==> src/rtl/sudoku_pkg.sv <==
`default_nettype none
// +----------------------------------------------------------------------+
// | sudoku_pkg : shared types, constants and cell helpers for the board  |
// | Revision   : 1.0                                                     |
// +----------------------------------------------------------------------+
package sudoku_pkg;

  localparam int NUM_CELLS = 81;
  localparam int CELL_W    = 4;
  localparam int IDX_W     = 7;
  localparam logic [3:0] ROW_OFFGRID = 4'd15;

  typedef enum logic [0:0] {S_LOCK, S_PLAY} state_t;
  typedef enum logic [1:0] {SRC_UNDO, SRC_REC, SRC_CLR, SRC_PUT} src_t;

  function automatic logic [IDX_W-1:0] cell_idx(input logic [3:0] row, input logic [3:0] col);
    return IDX_W'(row) * IDX_W'(9) + IDX_W'(col);
  endfunction

  function automatic logic in_grid(input logic [3:0] row, input logic [3:0] col);
    return (row != ROW_OFFGRID) && (col != ROW_OFFGRID) && (row < 4'd9) && (col < 4'd9);
  endfunction

  function automatic logic [3:0] idx_row(input logic [IDX_W-1:0] idx);
    logic [IDX_W-1:0] q;
    q = idx / IDX_W'(9);
    return q[3:0];
  endfunction

  function automatic logic [3:0] idx_col(input logic [IDX_W-1:0] idx);
    logic [IDX_W-1:0] r;
    r = idx % IDX_W'(9);
    return r[3:0];
  endfunction

endpackage
`default_nettype wire

==> src/rtl/sudoku_move_ctrl_undo_stack.sv <==
`default_nettype none
// +----------------------------------------------------------------------+
// | sudoku_undo_stack : circular LIFO of {idx, old value} move records   |
// | Revision          : 1.0                                              |
// +----------------------------------------------------------------------+
module sudoku_undo_stack #(
  parameter int DEPTH = 16,
  parameter int W     = 11
) (
  input  logic                   clk,
  input  logic                   reset,
  input  logic                   clear,
  input  logic                   push,
  input  logic [W-1:0]           push_data,
  input  logic                   pop,
  output logic [W-1:0]           top_data,
  output logic                   empty,
  output logic [$clog2(DEPTH):0] count
);

  localparam int PW = $clog2(DEPTH);

  logic [W-1:0]  mem [DEPTH];
  logic [PW-1:0] ptr;

  // ptr wraps freely; once full the oldest slot is the next one overwritten
  assign top_data = mem[ptr - PW'(1)];
  assign empty    = (count == '0);

  always_ff @(posedge clk) begin
    if (reset || clear) begin
      ptr   <= '0;
      count <= '0;
    end else if (push) begin
      ptr <= ptr + PW'(1);
      if (count != (PW+1)'(DEPTH)) count <= count + (PW+1)'(1);
    end else if (pop && !empty) begin
      ptr   <= ptr - PW'(1);
      count <= count - (PW+1)'(1);
    end
  end

  always_ff @(posedge clk) begin
    if (push) mem[ptr] <= push_data;
  end

endmodule
`default_nettype wire

==> src/rtl/sudoku_move_ctrl.sv <==
`default_nettype none
// +----------------------------------------------------------------------+
// | sudoku_move_ctrl : arbitrated, validated single-port board writer    |
// | Optional undo history built when SUDOKU_MOVE_UNDO_EN is defined.     |
// | Revision         : 1.0                                               |
// +----------------------------------------------------------------------+
module sudoku_move_ctrl
  import sudoku_pkg::*;
#(
  parameter int UNDO_DEPTH = 16,
  parameter int CNT_W      = 16
) (
  input  logic                        clk,
  input  logic                        reset,
  input  logic                        game_active,
  input  logic [NUM_CELLS*CELL_W-1:0] board,
  input  logic [NUM_CELLS-1:0]        board_blank,
  input  logic                        rec_req,
  input  logic [3:0]                  rec_row,
  input  logic [3:0]                  rec_col,
  input  logic [3:0]                  rec_data,
  output logic                        rec_ack,
  input  logic [3:0]                  mouse_row,
  input  logic [3:0]                  mouse_col,
  input  logic                        MOUSE_MIDDLE,
  input  logic                        MOUSE_RIGHT,
  input  logic                        undo_req,
  output logic                        wr_en,
  output logic [3:0]                  wr_row,
  output logic [3:0]                  wr_col,
  output logic [3:0]                  wr_data,
  output logic [3:0]                  pen_data,
  output logic                        reject,
  output logic [CNT_W-1:0]            move_count
);

  localparam int HW = IDX_W + CELL_W;

  state_t state, state_next;

  logic       mid_d, right_d, mid_rel, right_rel;
  logic       clr_pend, put_pend;
  logic [3:0] clr_row, clr_col, put_row, put_col;

  logic             rec_go, undo_go, rec_digit_ok;
  src_t             sel;
  logic             sel_vld;
  logic [3:0]       cand_row, cand_col, cand_data;
  logic             data_ok, in_bnd, cand_ok;
  logic [IDX_W-1:0] cand_idx;
  logic [3:0]       board_val, old_val;

  logic          hist_empty;
  logic [HW-1:0] hist_top;

  logic       game_start, push, pop, clr_served, put_served, cnt_inc;
  logic       nx_wr_en, nx_ack, nx_reject;
  logic [3:0] nx_row, nx_col, nx_data, nx_pen;

  assign mid_rel      = mid_d & ~MOUSE_MIDDLE;
  assign right_rel    = right_d & ~MOUSE_RIGHT;
  // requester holds rec_req through the ack cycle, so that cycle is not a new request
  assign rec_go       = rec_req & ~rec_ack;
  assign rec_digit_ok = (rec_data >= 4'd1) && (rec_data <= 4'd9);

  always_comb begin
    sel       = SRC_PUT;
    sel_vld   = 1'b1;
    if (undo_go)       sel = SRC_UNDO;
    else if (rec_go)   sel = SRC_REC;
    else if (clr_pend) sel = SRC_CLR;
    else if (put_pend) sel = SRC_PUT;
    else               sel_vld = 1'b0;

    cand_row  = put_row;
    cand_col  = put_col;
    cand_data = pen_data;
    data_ok   = (pen_data != 4'd0);
    case (sel)
      SRC_REC: begin
        cand_row  = rec_row;
        cand_col  = rec_col;
        cand_data = rec_data;
        data_ok   = rec_digit_ok;
      end
      SRC_CLR: begin
        cand_row  = clr_row;
        cand_col  = clr_col;
        cand_data = 4'd0;
        data_ok   = 1'b1;
      end
      default: ;
    endcase
  end

  assign in_bnd    = in_grid(cand_row, cand_col);
  assign cand_idx  = in_bnd ? cell_idx(cand_row, cand_col) : '0;
  assign board_val = board[cand_idx*CELL_W +: CELL_W];
  // the board register lags our strobe by a cycle, so a write in flight holds the true value
  assign old_val   = (wr_en && wr_row == cand_row && wr_col == cand_col) ? wr_data : board_val;
  assign cand_ok   = in_bnd && board_blank[cand_idx] && data_ok;

  always_comb begin
    state_next = state;
    game_start = 1'b0;
    push       = 1'b0;
    pop        = 1'b0;
    clr_served = 1'b0;
    put_served = 1'b0;
    cnt_inc    = 1'b0;
    nx_wr_en   = 1'b0;
    nx_ack     = 1'b0;
    nx_reject  = 1'b0;
    nx_row     = wr_row;
    nx_col     = wr_col;
    nx_data    = wr_data;
    nx_pen     = pen_data;
    case (state)
      S_LOCK: begin
        if (game_active) begin
          state_next = S_PLAY;
          game_start = 1'b1;
        end
        if (rec_go) begin
          nx_ack    = 1'b1;
          nx_reject = 1'b1;
          if (rec_digit_ok) nx_pen = rec_data;
        end
      end
      S_PLAY: begin
        if (!game_active) state_next = S_LOCK;
        if (sel_vld) begin
          if (sel == SRC_UNDO) begin
            if (hist_empty) begin
              nx_reject = 1'b1;
            end else begin
              pop      = 1'b1;
              nx_wr_en = 1'b1;
              nx_row   = idx_row(hist_top[HW-1 -: IDX_W]);
              nx_col   = idx_col(hist_top[HW-1 -: IDX_W]);
              nx_data  = hist_top[CELL_W-1:0];
            end
          end else begin
            if (sel == SRC_REC) begin
              nx_ack = 1'b1;
              if (rec_digit_ok) nx_pen = rec_data;
            end
            clr_served = (sel == SRC_CLR);
            put_served = (sel == SRC_PUT);
            if (cand_ok) begin
              nx_wr_en = 1'b1;
              nx_row   = cand_row;
              nx_col   = cand_col;
              nx_data  = cand_data;
              cnt_inc  = 1'b1;
              push     = (cand_data != old_val);
            end else begin
              nx_reject = 1'b1;
            end
          end
        end
      end
      default: state_next = S_LOCK;
    endcase
  end

  always_ff @(posedge clk) begin
    if (reset) begin
      state      <= S_LOCK;
      mid_d      <= 1'b0;
      right_d    <= 1'b0;
      clr_pend   <= 1'b0;
      put_pend   <= 1'b0;
      clr_row    <= '0;
      clr_col    <= '0;
      put_row    <= '0;
      put_col    <= '0;
      wr_en      <= 1'b0;
      wr_row     <= '0;
      wr_col     <= '0;
      wr_data    <= '0;
      rec_ack    <= 1'b0;
      reject     <= 1'b0;
      pen_data   <= '0;
      move_count <= '0;
    end else begin
      state    <= state_next;
      mid_d    <= MOUSE_MIDDLE;
      right_d  <= MOUSE_RIGHT;
      wr_en    <= nx_wr_en;
      wr_row   <= nx_row;
      wr_col   <= nx_col;
      wr_data  <= nx_data;
      rec_ack  <= nx_ack;
      reject   <= nx_reject;
      pen_data <= nx_pen;

      if (state != S_PLAY || !game_active) begin
        clr_pend <= 1'b0;
        put_pend <= 1'b0;
      end else begin
        // a fresh release replaces whatever was in the slot, served or not
        if (mid_rel) begin
          clr_pend <= 1'b1;
          clr_row  <= mouse_row;
          clr_col  <= mouse_col;
        end else if (clr_served) begin
          clr_pend <= 1'b0;
        end
        if (right_rel) begin
          put_pend <= 1'b1;
          put_row  <= mouse_row;
          put_col  <= mouse_col;
        end else if (put_served) begin
          put_pend <= 1'b0;
        end
      end

      if (game_start)
        move_count <= '0;
      else if (cnt_inc && move_count != {CNT_W{1'b1}})
        move_count <= move_count + CNT_W'(1);
    end
  end

`ifdef SUDOKU_MOVE_UNDO_EN
  logic [$clog2(UNDO_DEPTH):0] hist_count;
  logic                        unused_hist;

  assign undo_go     = undo_req && (state == S_PLAY);
  assign unused_hist = ^hist_count;

  sudoku_undo_stack #(
    .DEPTH (UNDO_DEPTH),
    .W     (HW)
  ) u_undo (
    .clk       (clk),
    .reset     (reset),
    .clear     (game_start),
    .push      (push),
    .push_data ({cand_idx, old_val}),
    .pop       (pop),
    .top_data  (hist_top),
    .empty     (hist_empty),
    .count     (hist_count)
  );
`else
  localparam int unused_depth = UNDO_DEPTH;
  logic unused_undo;

  assign undo_go     = 1'b0;
  assign hist_empty  = 1'b1;
  assign hist_top    = '0;
  assign unused_undo = ^{undo_req, push, pop, old_val};
`endif

endmodule
`default_nettype wire

==> config.mk <==
export PLATFORM = sky130hd
export DESIGN_NAME = sudoku_move_ctrl
export DESIGN_NICKNAME = d
export VERILOG_FILES = /design/src/rtl/sudoku_pkg.sv /design/src/rtl/sudoku_move_ctrl_undo_stack.sv /design/src/rtl/sudoku_move_ctrl.sv
export SDC_FILE = /design/constraint.sdc
export NUM_CORES = 1
export LEC_CHECK = 0
export BUFFER_PORTS_ARGS = -buffer_cell sky130_fd_sc_hd__buf_2
export CELL_PAD_IN_SITES_DETAIL_PLACEMENT = 1
export CELL_PAD_IN_SITES_GLOBAL_PLACEMENT = 1
export CORE_AREA = 5 5 180 182
export DETAILED_ROUTE_END_ITERATION = 8
export DIE_AREA = 0 0 185 187
export HOLD_SLACK_MARGIN = 0.03
export PLACE_DENSITY = 0.56
export SLEW_MARGIN = 10
export SYNTH_ARGS = -nofsm -noshare
export SYNTH_HDL_FRONTEND = slang
export SYNTH_SLANG_ARGS = --single-unit
==> constraint.sdc <==
create_clock -name clk -period 7.23 [get_ports clk]
set_clock_uncertainty 0.15 [all_clocks]
set_input_delay 0.3615 -clock clk [delete_from_list [all_inputs] [get_ports clk]]
set_output_delay 0.3615 -clock clk [all_outputs]
set_load 0.03 [all_outputs]
* Yosys cells after proc, flatten, opt, wreduce, memory -nomap -nowiden
Index checks and enable logic that the tools add are counted.
Operators by class: equality and inequality tests 10, $lt $le $gt $ge 5, reduce and logical (&&, ||, !) cells 19, $add $sub $neg 2, multiplexer cells 43, multiply operators 1, bitwise logic cells 9
Operators with widths (number):
- $pmux W4 S2 | 4
- $mux W1 | 28
- $mux W4 | 5
- $add A16 B1 Y16 const B | 1
- $ne A16 B16 Y1 const B | 1
- $lt A4 B4 Y1 const B | 2
- $lt A7 B8 Y1 const B | 1
- $ne A4 B4 Y1 const B | 2
- $reduce_and A4 Y1 | 2
- $add A7 B4 Y7 | 1
- $bmux W1 S7 | 1
- $logic_and A1 B1 Y1 | 7
- $mul A4 B4 Y7 const B | 1
- $mux W7 | 1
- $not A1 Y1 | 6
- $pmux W1 S2 | 3
- $eq A2 B2 Y1 const B | 2
- $ge A4 B1 Y1 const B | 1
- $le A4 B4 Y1 const B | 1
- $ne A2 B1 Y1 const B | 2
- $ne A2 B2 Y1 const B | 2
- $reduce_and A2 Y1 | 2
- $reduce_bool A2 Y1 | 2
- $reduce_bool A4 Y1 | 1
- other kinds (7) | 10
Storage, ports and cells: register bits 56, logic and storage cells 106, output and inout bits 35

* Depth between registers and ports, before layout
word-level depth 19, depth in mapped cells 20, depth with buffers taken out 15

* Worst setup path before layout
No wires, ideal clock.
path type register to register, start point register rec_ack, end point register move_count[8], slack 2540 ps, data required time 7010 ps, cell stages (with the launch flop) 18, setup time 70 ps, arrival 4469 ps, clock period less this slack 4690 ps, cells stage by stage dfxtp_1 -> nand2b_4 -> buf_2 -> mux2_2 -> ha_1 -> inv_1 -> fa_1 -> clkbuf_1 -> clkinv_1 -> and3_1 -> nor4_1 -> nor3_1 -> a311oi_2 -> a211oi_1 -> o21a_4 -> buf_6 -> or4_1 -> a21oi_1
On the way: word-level cells in the longest chain between the ends 19
RTL lines:
- start, declared | line sudoku_move_ctrl.sv:22 | output logic rec_ack,
- start signal, assigned | line sudoku_move_ctrl.sv:194 | rec_ack <= nx_ack;
- $not A1 Y1 * | line sudoku_move_ctrl.sv:63 | assign rec_go = rec_req & ~rec_ack;
- $and A1 B1 Y1 * | line sudoku_move_ctrl.sv:63
- $mux W2 * | line sudoku_move_ctrl.sv:70 | else if (rec_go) sel = SRC_REC;
- $eq A2 B2 Y1 or $eq A2 B1 Y1 (tied branches) | line sudoku_move_ctrl.sv:79 | case (sel)
- $pmux W4 S2 * | line sudoku_move_ctrl.sv:79
- net cand_row[2] | line sudoku_move_ctrl.sv:48 | logic [3:0] cand_row, cand_col, cand_data;
- branches (longest 7 deep; another with $mul A4 B4 Y7)
- $logic_and A1 B1 Y1 * (2 in a row) | line sudoku_move_ctrl.sv:101 | assign cand_ok = in_bnd && board_blank[cand_idx] && data_ok;
- $mux W1 * | line sudoku_move_ctrl.sv:150 | if (cand_ok) begin
- $mux W1 *
- $mux W1 * | line sudoku_move_ctrl.sv:132 | if (sel_vld) begin
- $mux W1 *
- $logic_and A1 B1 Y1 * | line sudoku_move_ctrl.sv:221 | else if (cnt_inc && move_count != {CNT_W{1'b1}})
- end signal, assigned | line sudoku_move_ctrl.sv:222 | move_count <= move_count + CNT_W'(1);
- end, declared | line sudoku_move_ctrl.sv:34 | output logic [CNT_W-1:0] move_count
Mark *: on every way through the listed nets, which the timed path passes. The select of a mux whose other input is x is not followed. A chain may end at the register's enable or synchronous reset.

* Worst setup path after layout
start point register clr_pend, end point register move_count[9]
On the way: word-level cells in the longest chain between the ends 18
RTL lines:
- start, declared | line sudoku_move_ctrl.sv:42 | logic clr_pend, put_pend;
- start signal, assigned | line sudoku_move_ctrl.sv:172 | clr_pend <= 1'b0;
- start signal, assigned | line sudoku_move_ctrl.sv:199 | clr_pend <= 1'b0;
- start signal, assigned | line sudoku_move_ctrl.sv:204 | clr_pend <= 1'b1;
- $mux W1 * | line sudoku_move_ctrl.sv:71 | else if (clr_pend) sel = SRC_CLR;
- $mux W2 * | line sudoku_move_ctrl.sv:70
- $eq A2 B2 Y1 or $eq A2 B1 Y1 (tied branches) | line sudoku_move_ctrl.sv:79
- $pmux W4 S2 * | line sudoku_move_ctrl.sv:79
- net cand_row[1] | line sudoku_move_ctrl.sv:48
- branches (longest 7 deep; another with $mul A4 B4 Y7)
- $logic_and A1 B1 Y1 * (2 in a row) | line sudoku_move_ctrl.sv:101
- $mux W1 * | line sudoku_move_ctrl.sv:150
- $mux W1 *
- $mux W1 * | line sudoku_move_ctrl.sv:132
- $mux W1 *
- $logic_and A1 B1 Y1 * | line sudoku_move_ctrl.sv:221
Marks and branches as above.

==> run metrics <==
slew at the pin closest to its max-slew limit=1.06 ns; final core occ=16.8%; Fin. Hold Viols=0; FF-to-FF path depth=16; first-pass GRT wire length=~27000 um; Fin Hold WS=0.136 ns; FF+latch count, synth=56; fin cells=~1000; routed via count=roughly 4300; top-count cell post-synth=nand2_1; post-placement setup slack=1.63 ns; die area=0.0346 mm^2; CTS clock-pin slew for the worst setup and hold paths=approximately 0.080 ns; Initial Utilization=12.8%; Worst Hold End=right_d$_SDFF_PP0_; worst flop-to-flop path endpoint=move_count[9]$_SDFFE_PP0P_; CP endpoint kind=register; Area after DPL=0.00498 mm^2; synthesized area per cell=around 8 um^2; gpl congestion=0.777; antenna-violating nets left=0; Synth top area share=between 20% and 30%; pin count of the biggest net entering global routing=43; worst hold start=MOUSE_RIGHT; post-route setup TNS=0 ns; fin crit period=5.54 ns; top area cells in the synthesized netlist=dfxtp_1 29%, a21oi_1 6.8%, nand2_1 5.7%; max-cap check violation count=0; Die Span X=185 um; share of cells above drive strength 1=31.7%; fin area=0.00512 mm^2; H-tree depth=2; Yosys cell types=65; Area growth, synth to finish=31.9%; CP most frequent cell=ha_1; critical path peak fanout=34; relative slew slack=29.3%; Startpoint Class=register; CP cell instances=mux2_4 > mux2_2 > ha_1 > ha_1 > inv_1 > fa_1 > buf_4 > clkinv_1 > and3_1 > nor4_1 > nor3_1 > a311oi_2 > a211oi_1 > o21a_4 > or4b_1 > a21oi_1; vias per inst=4.27; Post-route DRC=0; RSZ-0062 raised after global routing=no; syn_nets=921; CP peak stage delay=0.64 ns; post-CTS setup buffer count=0; gr ovfl total=0; Main synth FF type=dfxtp_1; CTS tree=done; P_leak=1.99 nW; CTS Buf Count=5; status=completed; register area share after synthesis=28.9%; clk_lat worst skew=around 0.30 ns; share of flip-flops with an asynchronous set or reset=0%; GRT Util Overall=10.2%; Final WS setup=1.69 ns; initial DRC count=157; Hold Path Class=primary input to register; Fmax=181 MHz; Power Total=875 uW; cells after synthesis=476; final wirelength=roughly 18000 um; Resize count post-CTS=0; pins over their slew limit=0; reg2reg setup slack=1.69 ns; port bufs=141; R2R Path Start=clr_pend$_SDFFE_PP0P_; top cells by count, synth=59 x nand2_1, 56 x dfxtp_1, 53 x a21oi_1; CTS root buf=clkbuf_16; antenna violations before repair=6; Max stage delay cell, worst path=dfxtp_1; critical path class=register to register; post-DR wirelength/cell=18.2 um; core area=0.0304 mm^2; WP data arrival=~5.6 ns; CP Data Required Time=between 7 and 8 ns; Placed Instances=988; WHS Path Cells=2; Ports=467; fin crit share=76.6%; YS warnings=0; Final #Nets=1044; post-synth top area cell=dfxtp_1; Max IR drop VDD=0.0000889 V; vias in the first global route=4368; HPWL Detailed=approximately 15000 um; maximum root-to-sink buffer count=2; pwr/cell area=171 mW/mm^2; Syn Std Cell Area=about 0.0039 mm^2; die height=187 um; Std-Cell Rows=64; Post-synth EDFFs=0; hold_buf cts=0; Pre-antenna DRT Iters=4; Clock Sinks=56; Finish-stage setup viols=0
[worst max-delay path by stage]
stage / startpoint / end / slack, ns
2_1_floorplan: rec_ack$_SDFF_PP0_ / move_count[8]$_SDFFE_PP0P_ / 2.54
3_3_place_gp: clr_pend$_SDFFE_PP0P_ / move_count[9]$_SDFFE_PP0P_ / 1.70
3_5_place_dp: clr_pend$_SDFFE_PP0P_ / move_count[9]$_SDFFE_PP0P_ / 1.63
4_1_cts: clr_pend$_SDFFE_PP0P_ / move_count[9]$_SDFFE_PP0P_ / 1.61
5_1_grt: clr_pend$_SDFFE_PP0P_ / move_count[9]$_SDFFE_PP0P_ / 1.32
6_report: clr_pend$_SDFFE_PP0P_ / move_count[9]$_SDFFE_PP0P_ / 1.69
[where the power goes]
part	internal, mW	total, mW	switching, mW
clock	0.139	0.262	0.123
sequential	0.313	0.317	0.00374
combinational	0.104	0.296	0.192
[cells by family after synthesis]
family | count (synthesis) | share of synthesized area [%]
AOI/OAI and AO/OA | 146 | 24.6
xor gates and xnor gates | 4 | 0.902
adders and majority gates | 13 | 4.38
buffers and inverters | 41 | 5.02
DFF | 56 | 28.9
muxes | 40 | 13.3
and+or+nand+nor | 176 | 22.9
[metal layers]
metal  wire, um  up-vias  track usage [%]
li1           -     2040                -
met1       8870     2068             14.8
met2       7900      122             15.4
met3       1210       18             2.61
met4        133       10             1.52
met5         60        -                0
[area by class of cell]
class	count	area [um^2]
Clock buffer	8	146
Tap cell	396	495
Sequential cell	56	1120
Inverter	10	37.5
Multi-Input combinational cell	379	2570
Fill cell	3709	25300
Timing Repair Buffer	147	751
Antenna cell	1	2.50
[cells in the final DEF, fill, tap and decap left out, drive strengths merged, types with 3 or more instances in the layout]
cell     Yosys  final
and3        12     12
mux4         6      6
o32ai        4      4
xnor2        3      3
o31ai       12     12
a211oi      12     12
or4          9      9
buf         12    147
or2          3      3
o31a         4      4
o21ai       25     25
a32oi        3      3
a21oi       53     53
inv          9      9
nor2b        9      9
ha          12     12
clkbuf      19      8
mux2        22     22
nand3       24     24
nand2b       5      5
nand4        3      3
nor3        13     13
nor4         5      5
a21o         4      4
mux2i       12     12
a31oi        5      5
dfxtp       56     56
nor3b        5      5
o2111ai      3      3
nand2       59     59
nor2        22     22
[registers in the layout, summed over array words and instances (netlist names), 4 cells and up]
| signal | count |
|---|---|
| move_count | 16 |
| clr_col | 4 |
| clr_row | 4 |
| pen_data | 4 |
| put_col | 4 |
| put_row | 4 |
| wr_col | 4 |
| wr_data | 4 |
| wr_row | 4 |
[critical path, delay by kind of cell, from the launching register on]
kind / cells / cell delay, ns
compound gates: 4 / 0.86
fa+ha+maj: 3 / 1.09
buf+inv: 3 / 0.79
flops: 1 / 0.64
mux: 2 / 0.70
simple gates: 4 / 1.23
No activity file was read; power rests on OpenSTA's default activity.
